--- src/rtl/reg_dump_reader_if.sv ---
// rtl/reg_dump_reader_if.sv - register-file read port and word output stream of the dump engine
//
// Purpose: bundles the two register-file read ports and the valid/ready word
// stream leaving the dump engine.
// Signals:
//   srcA, srcB     read addresses (engine -> register file)
//   ReadA, ReadB   combinational read data (register file -> engine)
//   OutValid       word stream valid (engine -> consumer)
//   OutReady       word stream ready (consumer -> engine)
//   OutData        register contents
//   OutAddr        register address of OutData
//   OutLast        final word of the dump
// Modports: master = dump engine side, slave = register file / consumer side.

interface reg_dump_reader_if #(
  parameter int W = 8,
  parameter int D = 4
);
  logic [D-1:0] srcA;
  logic [D-1:0] srcB;
  logic [W-1:0] ReadA;
  logic [W-1:0] ReadB;
  logic         OutValid;
  logic         OutReady;
  logic [W-1:0] OutData;
  logic [D-1:0] OutAddr;
  logic         OutLast;

  modport master (
    output srcA, srcB, OutValid, OutData, OutAddr, OutLast,
    input  ReadA, ReadB, OutReady
  );

  modport slave (
    input  srcA, srcB, OutValid, OutData, OutAddr, OutLast,
    output ReadA, ReadB, OutReady
  );
endinterface

--- src/rtl/reg_dump_reader.sv ---
// rtl/reg_dump_reader.sv - walks the register file in address pairs and streams every word out
//
// Purpose: on a Start pulse in IDLE, reads the register file two words at a
// time (even address on port A, odd on port B), captures the pair in one
// cycle and streams both words with their addresses over valid/ready.
// Optional feature macro: REG_DUMP_CHECKSUM_EN appends an XOR checksum word
// (OutAddr=0, OutLast=1) after the last register.
// Ports:
//   CLK     clock, rising edge
//   ResetN  asynchronous active-low reset
//   Start   begin a dump (only honoured in IDLE)
//   bus     reg_dump_reader_if.master: read ports + output word stream
//   Busy    high in every state except IDLE
//   Done    one-cycle pulse when the dump completes

module reg_dump_reader #(
  parameter int W = 8,
  parameter int D = 4
) (
  input  logic              CLK,
  input  logic              ResetN,
  input  logic              Start,
  reg_dump_reader_if.master bus,
  output logic              Busy,
  output logic              Done
);

  typedef enum logic [2:0] {
    sIdle  = 3'd0,
    sFetch = 3'd1,
    sSendA = 3'd2,
    sSendB = 3'd3,
`ifdef REG_DUMP_CHECKSUM_EN
    sSum   = 3'd5,
`endif
    sDone  = 3'd4
  } stateT;

  // Base of the final pair; comparing against it stops the walk before
  // base+2 could wrap back to 0.
  localparam logic [D-1:0] LastBase = D'(2 ** D - 2);
  localparam logic [D-1:0] Step     = D'(2);
  localparam logic [D-1:0] One      = D'(1);

  stateT        state;
  stateT        nextState;
  logic [D-1:0] base;
  logic [W-1:0] bufA;
  logic [W-1:0] bufB;
  logic         lastPair;

  assign lastPair = (base == LastBase);

  // Read addresses come straight from the base register, so nothing on the
  // input side reaches an output combinationally.
  assign bus.srcA = base;
  assign bus.srcB = base | One;

  // State register
  always_ff @(posedge CLK or negedge ResetN) begin
    if (!ResetN) state <= sIdle;
    else         state <= nextState;
  end

  // Next-state logic
  always_comb begin
    nextState = state;
    case (state)
      sIdle:  if (Start) nextState = sFetch;
      sFetch: nextState = sSendA;
      sSendA: if (bus.OutReady) nextState = sSendB;
      sSendB: begin
        if (bus.OutReady) begin
          if (lastPair) begin
`ifdef REG_DUMP_CHECKSUM_EN
            nextState = sSum;
`else
            nextState = sDone;
`endif
          end else begin
            nextState = sFetch;
          end
        end
      end
`ifdef REG_DUMP_CHECKSUM_EN
      sSum:   if (bus.OutReady) nextState = sDone;
`endif
      sDone:  nextState = sIdle;
      default: nextState = sIdle;
    endcase
  end

  // Pair address and capture buffers. Both read ports are captured on the
  // same edge so a pair is always self-consistent.
  always_ff @(posedge CLK or negedge ResetN) begin
    if (!ResetN) begin
      base <= '0;
      bufA <= '0;
      bufB <= '0;
    end else begin
      if (state == sIdle && Start) begin
        base <= '0;
      end else if (state == sSendB && bus.OutReady && !lastPair) begin
        base <= base + Step;
      end
      if (state == sFetch) begin
        bufA <= bus.ReadA;
        bufB <= bus.ReadB;
      end
    end
  end

`ifdef REG_DUMP_CHECKSUM_EN
  logic [W-1:0] acc;

  // Folding in at capture time covers every register exactly once and
  // matches the values actually streamed.
  always_ff @(posedge CLK or negedge ResetN) begin
    if (!ResetN) begin
      acc <= '0;
    end else if (state == sIdle && Start) begin
      acc <= '0;
    end else if (state == sFetch) begin
      acc <= acc ^ bus.ReadA ^ bus.ReadB;
    end
  end
`endif

  // Output logic: outputs depend on registered state only, so they hold
  // steady while a word waits for OutReady.
  always_comb begin
    bus.OutValid = 1'b0;
    bus.OutData  = '0;
    bus.OutAddr  = '0;
    bus.OutLast  = 1'b0;
    Done         = 1'b0;
    Busy         = (state != sIdle);
    case (state)
      sSendA: begin
        bus.OutValid = 1'b1;
        bus.OutData  = bufA;
        bus.OutAddr  = base;
      end
      sSendB: begin
        bus.OutValid = 1'b1;
        bus.OutData  = bufB;
        bus.OutAddr  = base | One;
`ifndef REG_DUMP_CHECKSUM_EN
        bus.OutLast  = lastPair;
`endif
      end
`ifdef REG_DUMP_CHECKSUM_EN
      sSum: begin
        bus.OutValid = 1'b1;
        bus.OutData  = acc;
        bus.OutAddr  = '0;
        bus.OutLast  = 1'b1;
      end
`endif
      sDone: Done = 1'b1;
      default: ;
    endcase
  end

endmodule

--- src/flat_wrapper.sv ---
// flat-port wrapper written by rule: the top's interface ports become plain ports
module reg_dump_reader_flat 
#(
  parameter int W = 8,
  parameter int D = 4
)
  (CLK, ResetN, Start, Busy, Done, bus_srcA, bus_srcB, bus_OutValid, bus_OutData, bus_OutAddr, bus_OutLast, bus_ReadA, bus_ReadB, bus_OutReady);
  reg_dump_reader_if #(.W(W), .D(D)) bus_i ();
  input  logic CLK;
  input  logic ResetN;
  input  logic Start;
  output logic Busy;
  output logic Done;
  output wire logic [$bits(bus_i.srcA)-1:0] bus_srcA;
  output wire logic [$bits(bus_i.srcB)-1:0] bus_srcB;
  output wire logic [$bits(bus_i.OutValid)-1:0] bus_OutValid;
  output wire logic [$bits(bus_i.OutData)-1:0] bus_OutData;
  output wire logic [$bits(bus_i.OutAddr)-1:0] bus_OutAddr;
  output wire logic [$bits(bus_i.OutLast)-1:0] bus_OutLast;
  input wire logic [$bits(bus_i.ReadA)-1:0] bus_ReadA;
  input wire logic [$bits(bus_i.ReadB)-1:0] bus_ReadB;
  input wire logic [$bits(bus_i.OutReady)-1:0] bus_OutReady;
  assign bus_srcA = bus_i.srcA;
  assign bus_srcB = bus_i.srcB;
  assign bus_OutValid = bus_i.OutValid;
  assign bus_OutData = bus_i.OutData;
  assign bus_OutAddr = bus_i.OutAddr;
  assign bus_OutLast = bus_i.OutLast;
  assign bus_i.ReadA = bus_ReadA;
  assign bus_i.ReadB = bus_ReadB;
  assign bus_i.OutReady = bus_OutReady;
  reg_dump_reader #(.W(W), .D(D)) u_core (.CLK(CLK), .ResetN(ResetN), .Start(Start), .bus(bus_i), .Busy(Busy), .Done(Done));
endmodule
--- config.mk ---
export PLATFORM = sky130hd
export DESIGN_NAME = reg_dump_reader_flat
export DESIGN_NICKNAME = d
export VERILOG_FILES = /design/src/rtl/reg_dump_reader_if.sv /design/src/rtl/reg_dump_reader.sv /design/src/flat_wrapper.sv
export SDC_FILE = /design/constraint.sdc
export NUM_CORES = 1
export LEC_CHECK = 0
export CORE_MARGIN = 2
export CORE_UTILIZATION = 30
export CTS_BUF_LIST = sky130_fd_sc_hd__clkbuf_4 sky130_fd_sc_hd__clkbuf_8
export CTS_CLUSTER_DIAMETER = 200
export CTS_CLUSTER_SIZE = 16
export DETAILED_ROUTE_END_ITERATION = 12
export REMOVE_ABC_BUFFERS = 1
export SYNTH_ARGS = -nofsm -noshare
export SYNTH_HDL_FRONTEND = slang
export SYNTH_SLANG_ARGS = --single-unit
--- constraint.sdc ---
create_clock -name CLK -period 1.7 [get_ports CLK]
set_clock_uncertainty 0.05 [all_clocks]
set_input_delay 0.34 -clock CLK [delete_from_list [all_inputs] [get_ports CLK]]
set_output_delay 0.34 -clock CLK [all_outputs]
set_load 0.05 [all_outputs]
==> flow_summary.json, run 1 <==
{
  "ys.flop_type": "dfrtp_1",
  "antenna_found_initial": 0,
  "drc": 0,
  "boundaryPins": 44,
  "clockBufferDepth": 2,
  "crit_arrival_ns": 1.40,
  "setup_violations": 31,
  "synth_common_cells": "dfrtp_1 (22), mux2_4 (11), nor2_1 (10), mux2i_1 (8), mux2_2 (6)",
  "fmax_ghz": 0.559,
  "synth.largest_area_cell": "dfrtp_1",
  "numPlacedInstances": 188,
  "rows": 22,
  "cts_tree": "built",
  "drive_gt1_share_pct": 61.6,
  "cts.sinks": 22,
  "synth_cell_types": 30,
  "required_ns": 1.31,
  "syn_avg_cell_area_um2": 12.6,
  "port-buffer-count": 41,
  "start_util_pct": 32.0,
  "pre_cts_slack_ns": 0.0297,
  "min_path_type": "in -> async",
  "finalNonFillerCells": 199,
  "synth_top_cell_area_share_pct": 46.0,
  "critPathMaxFanout": 6,
  "final_nets": 173,
  "synthCells": 95,
  "worst_slack_ns": -0.0880,
  "cts_root_buffer": "clkbuf_8",
  "dp_hpwl_um": 1980,
  "synthTopCellsByArea": "dfrtp_1 (46%), mux2_4 (14%), mux2i_1 (6.7%), mux2_2 (5.6%), buf_4 (3.1%)",
  "vias": 916,
  "grtUsageTotal_pct": 14.6,
  "wl_per_cell_um": 15.2,
  "ys_seq_elements": 22,
  "report.final.hold_viol_count": 0,
  "period_needed_ns": 1.79,
  "clkLatencyLatePin_ns": 0.27,
  "final_max_slew_viol_count": 0,
  "die_w_um": 67.2,
  "grt_pass1_wl_um": 4870,
  "violations": "setup timing",
  "crit_path_cell_trace": "buf_4 -> or3_4 -> buf_8",
  "status": "finished, violations left",
  "critPathMaxStageDelay_ns": 0.46,
  "antennaDiodeCount": 0,
  "core_area_mm2": 0.00374,
  "synth_area_mm2": 0.00120,
  "grt_max_degree": 23,
  "die_area_mm2": 0.00451,
  "vias_per_cell": 4.60,
  "final_antenna_net_count": 0,
  "rsz0062_at_grt": "true",
  "crit_type": "reg -> out",
  "gp_routability_congestion": 0.717,
  "grt_pass1_vias": 988,
  "cp_slowest_cell": "dfrtp_2",
  "path_clk_slew_ns": 0.08,
  "cts_made_buffers": 3,
  "maxCapViolations": 0,
  "htreeDepth": 1,
  "postLayoutCoreUtil_pct": 61.1,
  "yosysMostFrequentCell": "dfrtp_1",
  "synth_warnings": 0,
  "grt-ovfl-total": 0,
  "drt-total-wl_um": 3030,
  "drt_iter0_drc": 48,
  "synth_edf_count": 0,
  "die_h_um": 67.2,
  "worst_setup_path_end_kind": "output pin",
  "start_kind": "flop",
  "firstDrtPassIters": 4,
  "fin_setup_tns_ns": -1.26,
  "yosysSeqAreaShare_pct": 46.0,
  "syn_to_final_growth_pct": 91.0,
  "synth-async-reset-ratio_pct": 100,
  "period_share_pct": 105
}
[routing by layer]
layer  global-route usage, %  wire [µm]  vias up
met5                       0          0        -
met3                    2.33        127        7
met4                    6.12         93        0
met1                    19.3       1320      441
li1                        -          -      436
met2                    23.6       1490       32
[layout by cell type (no fill, tap or decap), types with 2 or more instances in the layout]
cell and n:
conb_1 2, clkbuf_8 4, buf_12 23, nor2_4 8, mux2i_4 7, buf_4 15
buf_8 2, mux2_2 2, dfrtp_1 21, and2_4 4, nor2_1 2, clkdlybuf4s50_1 19
mux2_4 15, a21oi_1 2
[worst max-delay path, delay by kind of cell, from the launching register on]
kind	cells	cell delay [ns]
flip-flops	1	0.46
AND/OR/NAND/NOR	1	0.36
buffers and inverters	2	0.31
[cell type report]
cell class	instances	area, µm²
clock buffers	4	55.1
fillers	292	1460
inverters	1	6.26
multi-input cells	62	757
flip-flops and latches	22	552
well taps	48	60.1
repair buffers	62	857
[kinds of logic after synthesis]
kind of cell | synth area share, %
AND/OR/NAND/NOR | 15.2
multiplexers | 26.1
flip-flops | 46.0
buffers and inverters | 7.31
AO/OA/AOI/OAI | 3.76
other | 0.627
adder cells (fa/ha/maj) | 1.04
[registers in the layout, summed over array words and instances, names as in the netlist]
name,flops
u_core.bus.srcA,3
u_core.bufB,8
u_core.state,3
u_core.bufA,8
[through the flow]
step | cell area [µm²] | hold WS, ns
2_1_floorplan | 1110 | -0.00559
3_3_place_gp | 1910 | 0.440
3_5_place_dp | 1910 | 0.444
4_1_cts | 2190 | 0.374
5_1_grt | 2290 | 0.392
6_report | 2290 | 0.360
[path summary, 6_finish.rpt]
path                                       from               to  slack, ns  cells after the start
worst max-delay path            u_core.state[0]             Busy      -0.09                      3
worst min-delay path                     ResetN   u_core.bufA[1]       0.36                      2
worst max register to register  u_core.state[1]   u_core.bufA[7]      -0.05                      6
worst min register to register   u_core.bufB[7]   u_core.bufB[7]       0.49                      1
max in group asynchronous                ResetN  u_core.state[0]       0.99                      2
min in group CLK                 u_core.bufB[7]   u_core.bufB[7]       0.49                      1
[repair_timing]
action,in CTS,in global routing
gates cloned,1,1
hold buffers,0,0
pin swaps,10,2
buffers inserted,4,1
endpoints found under the setup margin,15,33
gates resized for setup,44,10
Power of run 1 is left out: the tool's default activity adds up to more than one toggle a clock period on the data nets, which glitch-free logic cannot reach.
==> run 2: changes to the inputs <==
Settings changed: DONT_BUFFER_PORTS set to 1.
==> flow_summary.json, run 2 (synthesis gave the netlist of run 1 again) <==
{
  "critPathMaxFanout": 5,
  "final_area_mm2": 0.00164,
  "path_clk_slew_ns": 0.07,
  "drt-total-wl_um": 2440,
  "start_util_pct": 32.0,
  "crit_arrival_ns": 1.37,
  "largestRegisters": "u_core.bufA: 8 flops, u_core.bufB: 8 flops",
  "fmax_ghz": 0.570,
  "max-slew-margin-rel_pct": 34.4,
  "drt_iter0_drc": 5,
  "start_kind": "flop",
  "vias": 776,
  "required_ns": 1.31,
  "layout_commonest_cell": "dfrtp_1",
  "boundaryPins": 44,
  "drc": 0,
  "die_w_um": 67.2,
  "status": "finished, violations left",
  "fin_setup_tns_ns": -0.300,
  "final_nets": 139,
  "rsz0062_at_grt": "true",
  "grt_pass1_vias": 836,
  "cts_made_buffers": 3,
  "clkLatencyLatePin_ns": 0.26,
  "die_area_mm2": 0.00451,
  "cts_root_buffer": "clkbuf_8",
  "dp_hpwl_um": 1710,
  "core_area_mm2": 0.00374,
  "cts_tree": "built",
  "firstDrtPassIters": 3,
  "drive_gt1_share_pct": 60.7,
  "rows": 22,
  "vias_per_cell": 4.70,
  "min_path_type": "in -> reg",
  "worst_setup_path_end_kind": "output pin",
  "gp_routability_congestion": 0.751,
  "setup_violations": 8,
  "syn_to_final_growth_pct": 37.0,
  "pre_cts_slack_ns": 0.0926,
  "htreeDepth": 1,
  "grt_pass1_wl_um": 3940,
  "period_share_pct": 103,
  "violations": "setup timing",
  "final_max_slew_viol_count": 0,
  "antenna_found_initial": 0,
  "maxCapViolations": 0,
  "report.final.hold_viol_count": 0,
  "grt-ovfl-total": 0,
  "antennaDiodeCount": 0,
  "crit_type": "reg -> out",
  "grt_max_degree": 23,
  "wl_per_cell_um": 14.8,
  "worst_slack_ns": -0.0553,
  "final_antenna_net_count": 0,
  "final_cell_mix": "dfrtp_1 (21), mux2_4 (11), buf_4 (10), buf_6 (9), mux2i_1 (7)",
  "period_needed_ns": 1.76,
  "port-buffer-count": 0,
  "grtUsageTotal_pct": 11.9,
  "clockBufferDepth": 2,
  "cts.sinks": 22,
  "worst_pin_slew_ns": 0.981,
  "die_h_um": 67.2,
  "dpl_cell_area_mm2": 0.00143
}
run 2: timing repair:
item	CTS	global route
gates resized for setup	25	12
cloned	0	1
setup buffers	2	0
hold buffers	1	0
hold endpoints to repair	22	0
endpoints found under the setup margin	14	14
pin swaps	2	2
run 2: layout make-up:
cell class	instances	area, µm²
fill	383	2100
timing repair buffer	28	337
tap	48	60.1
multi-input combinational	62	631
clock buffer	4	55.1
sequential	22	552
inverter	1	6.26
run 2: stage by stage:
stage,utilization (%),hold slack (ns),cells
finish,43.8,0.144,165
global route,43.8,0.124,165
CTS,42.5,0.126,164
detailed placement,38.3,-0.00510,157
global placement,38.3,-0.00495,157
floorplan,-,-0.00559,85
run 2: metal layers:
layer | global-route usage (%) | vias up | share of wire [%]
li1 | - | 364 | -
met1 | 13.7 | 385 | 41
met2 | 20.8 | 23 | 52
met3 | 3.17 | 4 | 5.5
met4 | 5.36 | 0 | 1.0
met5 | 0 | - | 0
run 2: worst paths after layout:
path                                 startpoint            endpoint  slack [ns]  cells past startpoint
worst max-delay path            u_core.state[1]      bus_OutData[0]       -0.06                      4
worst min-delay path               bus_OutReady     u_core.state[1]        0.14                      1
worst max register to register  u_core.state[2]  u_core.bus.srcA[2]        0.20                      4
worst min register to register   u_core.bufA[4]      u_core.bufA[4]        0.46                      1
max in group asynchronous                ResetN     u_core.state[0]        0.30                      1
min in group asynchronous                ResetN      u_core.bufB[1]        0.64                      1
run 2: critical path, cell delays in order, from the launching register on:
cell and delay (ns):
dfrtp_1 0.37, or2b_4 0.30, buf_6 0.15, nor2_2 0.12, buf_6 0.17
Power of run 2 is left out for the same reason.
==> run 3: changes to the inputs <==
--- a/constraint.sdc
+++ b/constraint.sdc
@@ -3,3 +3,3 @@
 set_input_delay 0.34 -clock CLK [delete_from_list [all_inputs] [get_ports CLK]]
 set_output_delay 0.34 -clock CLK [all_outputs]
-set_load 0.05 [all_outputs]
+set_load 0.02 [all_outputs]
==> flow_summary.json, run 3 (synthesis gave the netlist of run 1 again) <==
{
  "start_kind": "flop",
  "period_needed_ns": 1.71,
  "period_share_pct": 101,
  "fmax_ghz": 0.585,
  "cts_tree": "built",
  "rr_startpoint": "u_core.state[2]",
  "die_w_um": 67.2,
  "hold_end": "u_core.state[1]",
  "report.final.hold_viol_count": 0,
  "layout_commonest_cell": "dfrtp_1",
  "final_max_slew_viol_count": 0,
  "cts.sinks": 22,
  "grt_max_degree": 23,
  "port-buffer-count": 0,
  "die_h_um": 67.2,
  "htreeDepth": 1,
  "final_antenna_net_count": 0,
  "path_clk_slew_ns": 0.08,
  "status": "finished, violations left",
  "violations": "setup timing",
  "grtUsageMet1_pct": 12.0,
  "r2r.worst_path.cells": 5,
  "die_area_mm2": 0.00451,
  "boundaryPins": 44,
  "core_area_mm2": 0.00374,
  "grt_busiest_layer": "met2",
  "grt_pass1_vias": 793,
  "setup_violations": 4,
  "wl_per_cell_um": 15.9,
  "drt-total-wl_um": 2570,
  "worst_setup_path_end_kind": "output pin",
  "critPathMaxStageDelay_ns": 0.37,
  "dpl_cell_area_mm2": 0.00133,
  "min_from": "bus_OutReady",
  "antenna_found_initial": 0,
  "syn_to_final_growth_pct": 35.9,
  "worst_slack_ns": -0.0109,
  "vias": 780,
  "grtUsageTotal_pct": 10.3,
  "critPathMaxFanout": 5,
  "power_density_mw_per_mm2": 2410,
  "vias_per_cell": 4.81,
  "largestRegisters": "u_core.bufA: 8 flops, u_core.bufB: 8 flops",
  "grt_pass1_wl_um": 3480,
  "whs_path_depth": 1,
  "cts_root_buffer": "clkbuf_8",
  "drive_gt1_share_pct": 61.4,
  "cp_slowest_cell": "dfrtp_1",
  "final_cell_mix": "dfrtp_1 (21), buf_6 (12), mux2_4 (11), nor2_4 (8), buf_4 (8)",
  "drc": 0,
  "rsz0062_at_grt": "true",
  "min_path_type": "in -> reg",
  "crit_type": "reg -> out",
  "ir_worst_vdd_v": 0.00110,
  "max-slew-margin-rel_pct": 33.9,
  "timing.reg2reg.setup_slack_ns": 0.06,
  "clkLatencyLatePin_ns": 0.26,
  "final_area_mm2": 0.00163,
  "rows": 22,
  "grt-ovfl-total": 0,
  "leakage_nw": 0.708,
  "drt_iter0_drc": 18,
  "power_mw": 3.93,
  "final_nets": 136,
  "grt_use_met3_pct": 3.00,
  "maxCapViolations": 0,
  "clockBufferDepth": 2,
  "worst_pin_slew_ns": 0.988,
  "antennaDiodeCount": 0,
  "crit_path_cell_trace": "or2b_4 -> buf_12 -> nor2_4 -> buf_6",
  "firstDrtPassIters": 2,
  "grt_use_met2_pct": 16.8,
  "cts_made_buffers": 3,
  "required_ns": 1.31,
  "start_util_pct": 32.0,
  "gp_routability_congestion": 0.730,
  "dp_hpwl_um": 1650,
  "r2r_end": "u_core.bufB[7]",
  "crit_arrival_ns": 1.32
}
-- run 3: cell types whose count changed in the layout (fill, tap and decap cells not counted), sizes merged --
cell,before,now
buf,27,23
bufinv,0,1
-- run 3: final cells by class --
| class | instances | area [µm²] |
|---|---|---|
| clock buffers | 3 | 41.3 |
| clock inverters | 1 | 30.0 |
| fillers | 366 | 2120 |
| inverters | 1 | 3.75 |
| multi-input cells | 62 | 651 |
| flip-flops and latches | 22 | 552 |
| well taps | 48 | 60.1 |
| repair buffers | 25 | 290 |
-- run 3: report_power, final --
part           switching [mW]  leakage [nW]  total (mW)  internal, mW
Sequential              0.180         0.260       0.965         0.785
Combinational            1.17         0.412        2.48          1.31
Clock                   0.164        0.0357       0.478         0.314
Total                    1.52         0.708        3.93          2.41
-- run 3: critical path, delay by kind of cell (launching register included) --
| kind | cells | cell delay [ns] |
|---|---|---|
| simple gates | 2 | 0.41 |
| flops | 1 | 0.37 |
| buf+inv | 2 | 0.27 |
-- run 3: worst max path at each step --
stage / from / to / depth (start not counted)
after floorplan: u_core.state[0] / u_core.bufA[4] / 2
after global placement: u_core.state[0] / u_core.bufB[1] / 3
after detailed placement: u_core.state[0] / u_core.bufB[1] / 3
after CTS: u_core.state[1] / bus_OutData[1] / 4
after global routing: u_core.state[0] / bus_OutData[4] / 4
final: u_core.state[1] / bus_OutData[1] / 4
-- run 3: routing by layer --
metal | vias up | wire (µm)
met2 | 25 | 1310
met1 | 389 | 1110
li1 | 364 | -
met3 | 2 | 133
met4 | 0 | 8
met5 | - | 0
-- run 3: what timing repair did --
action,in CTS,in global routing
setup endpoints to repair,11,13
hold endpoints to repair,22,0
pin swaps,0,4
cloned,0,2
setup buffers,1,4
hold buffers,1,0
gates resized for setup,4,41
-- run 3: metrics by stage --
| stage | hold slack, ns | cells | worst slack [ns] | utilization, % | setup TNS, ns |
|---|---|---|---|---|---|
| 2_1_floorplan | -0.00559 | 85 | -0.321 | - | -4.57 |
| 3_3_place_gp | -0.00493 | 151 | 0.194 | 35.6 | 0 |
| 3_5_place_dp | -0.00498 | 151 | 0.149 | 35.6 | 0 |
| 4_1_cts | 0.131 | 157 | -0.0279 | 38.3 | -0.167 |
| 5_1_grt | 0.141 | 162 | -0.0769 | 43.5 | -0.637 |
| 6_report | 0.148 | 162 | -0.0109 | 43.5 | -0.0205 |
No activity file was read; power rests on OpenSTA's default activity.
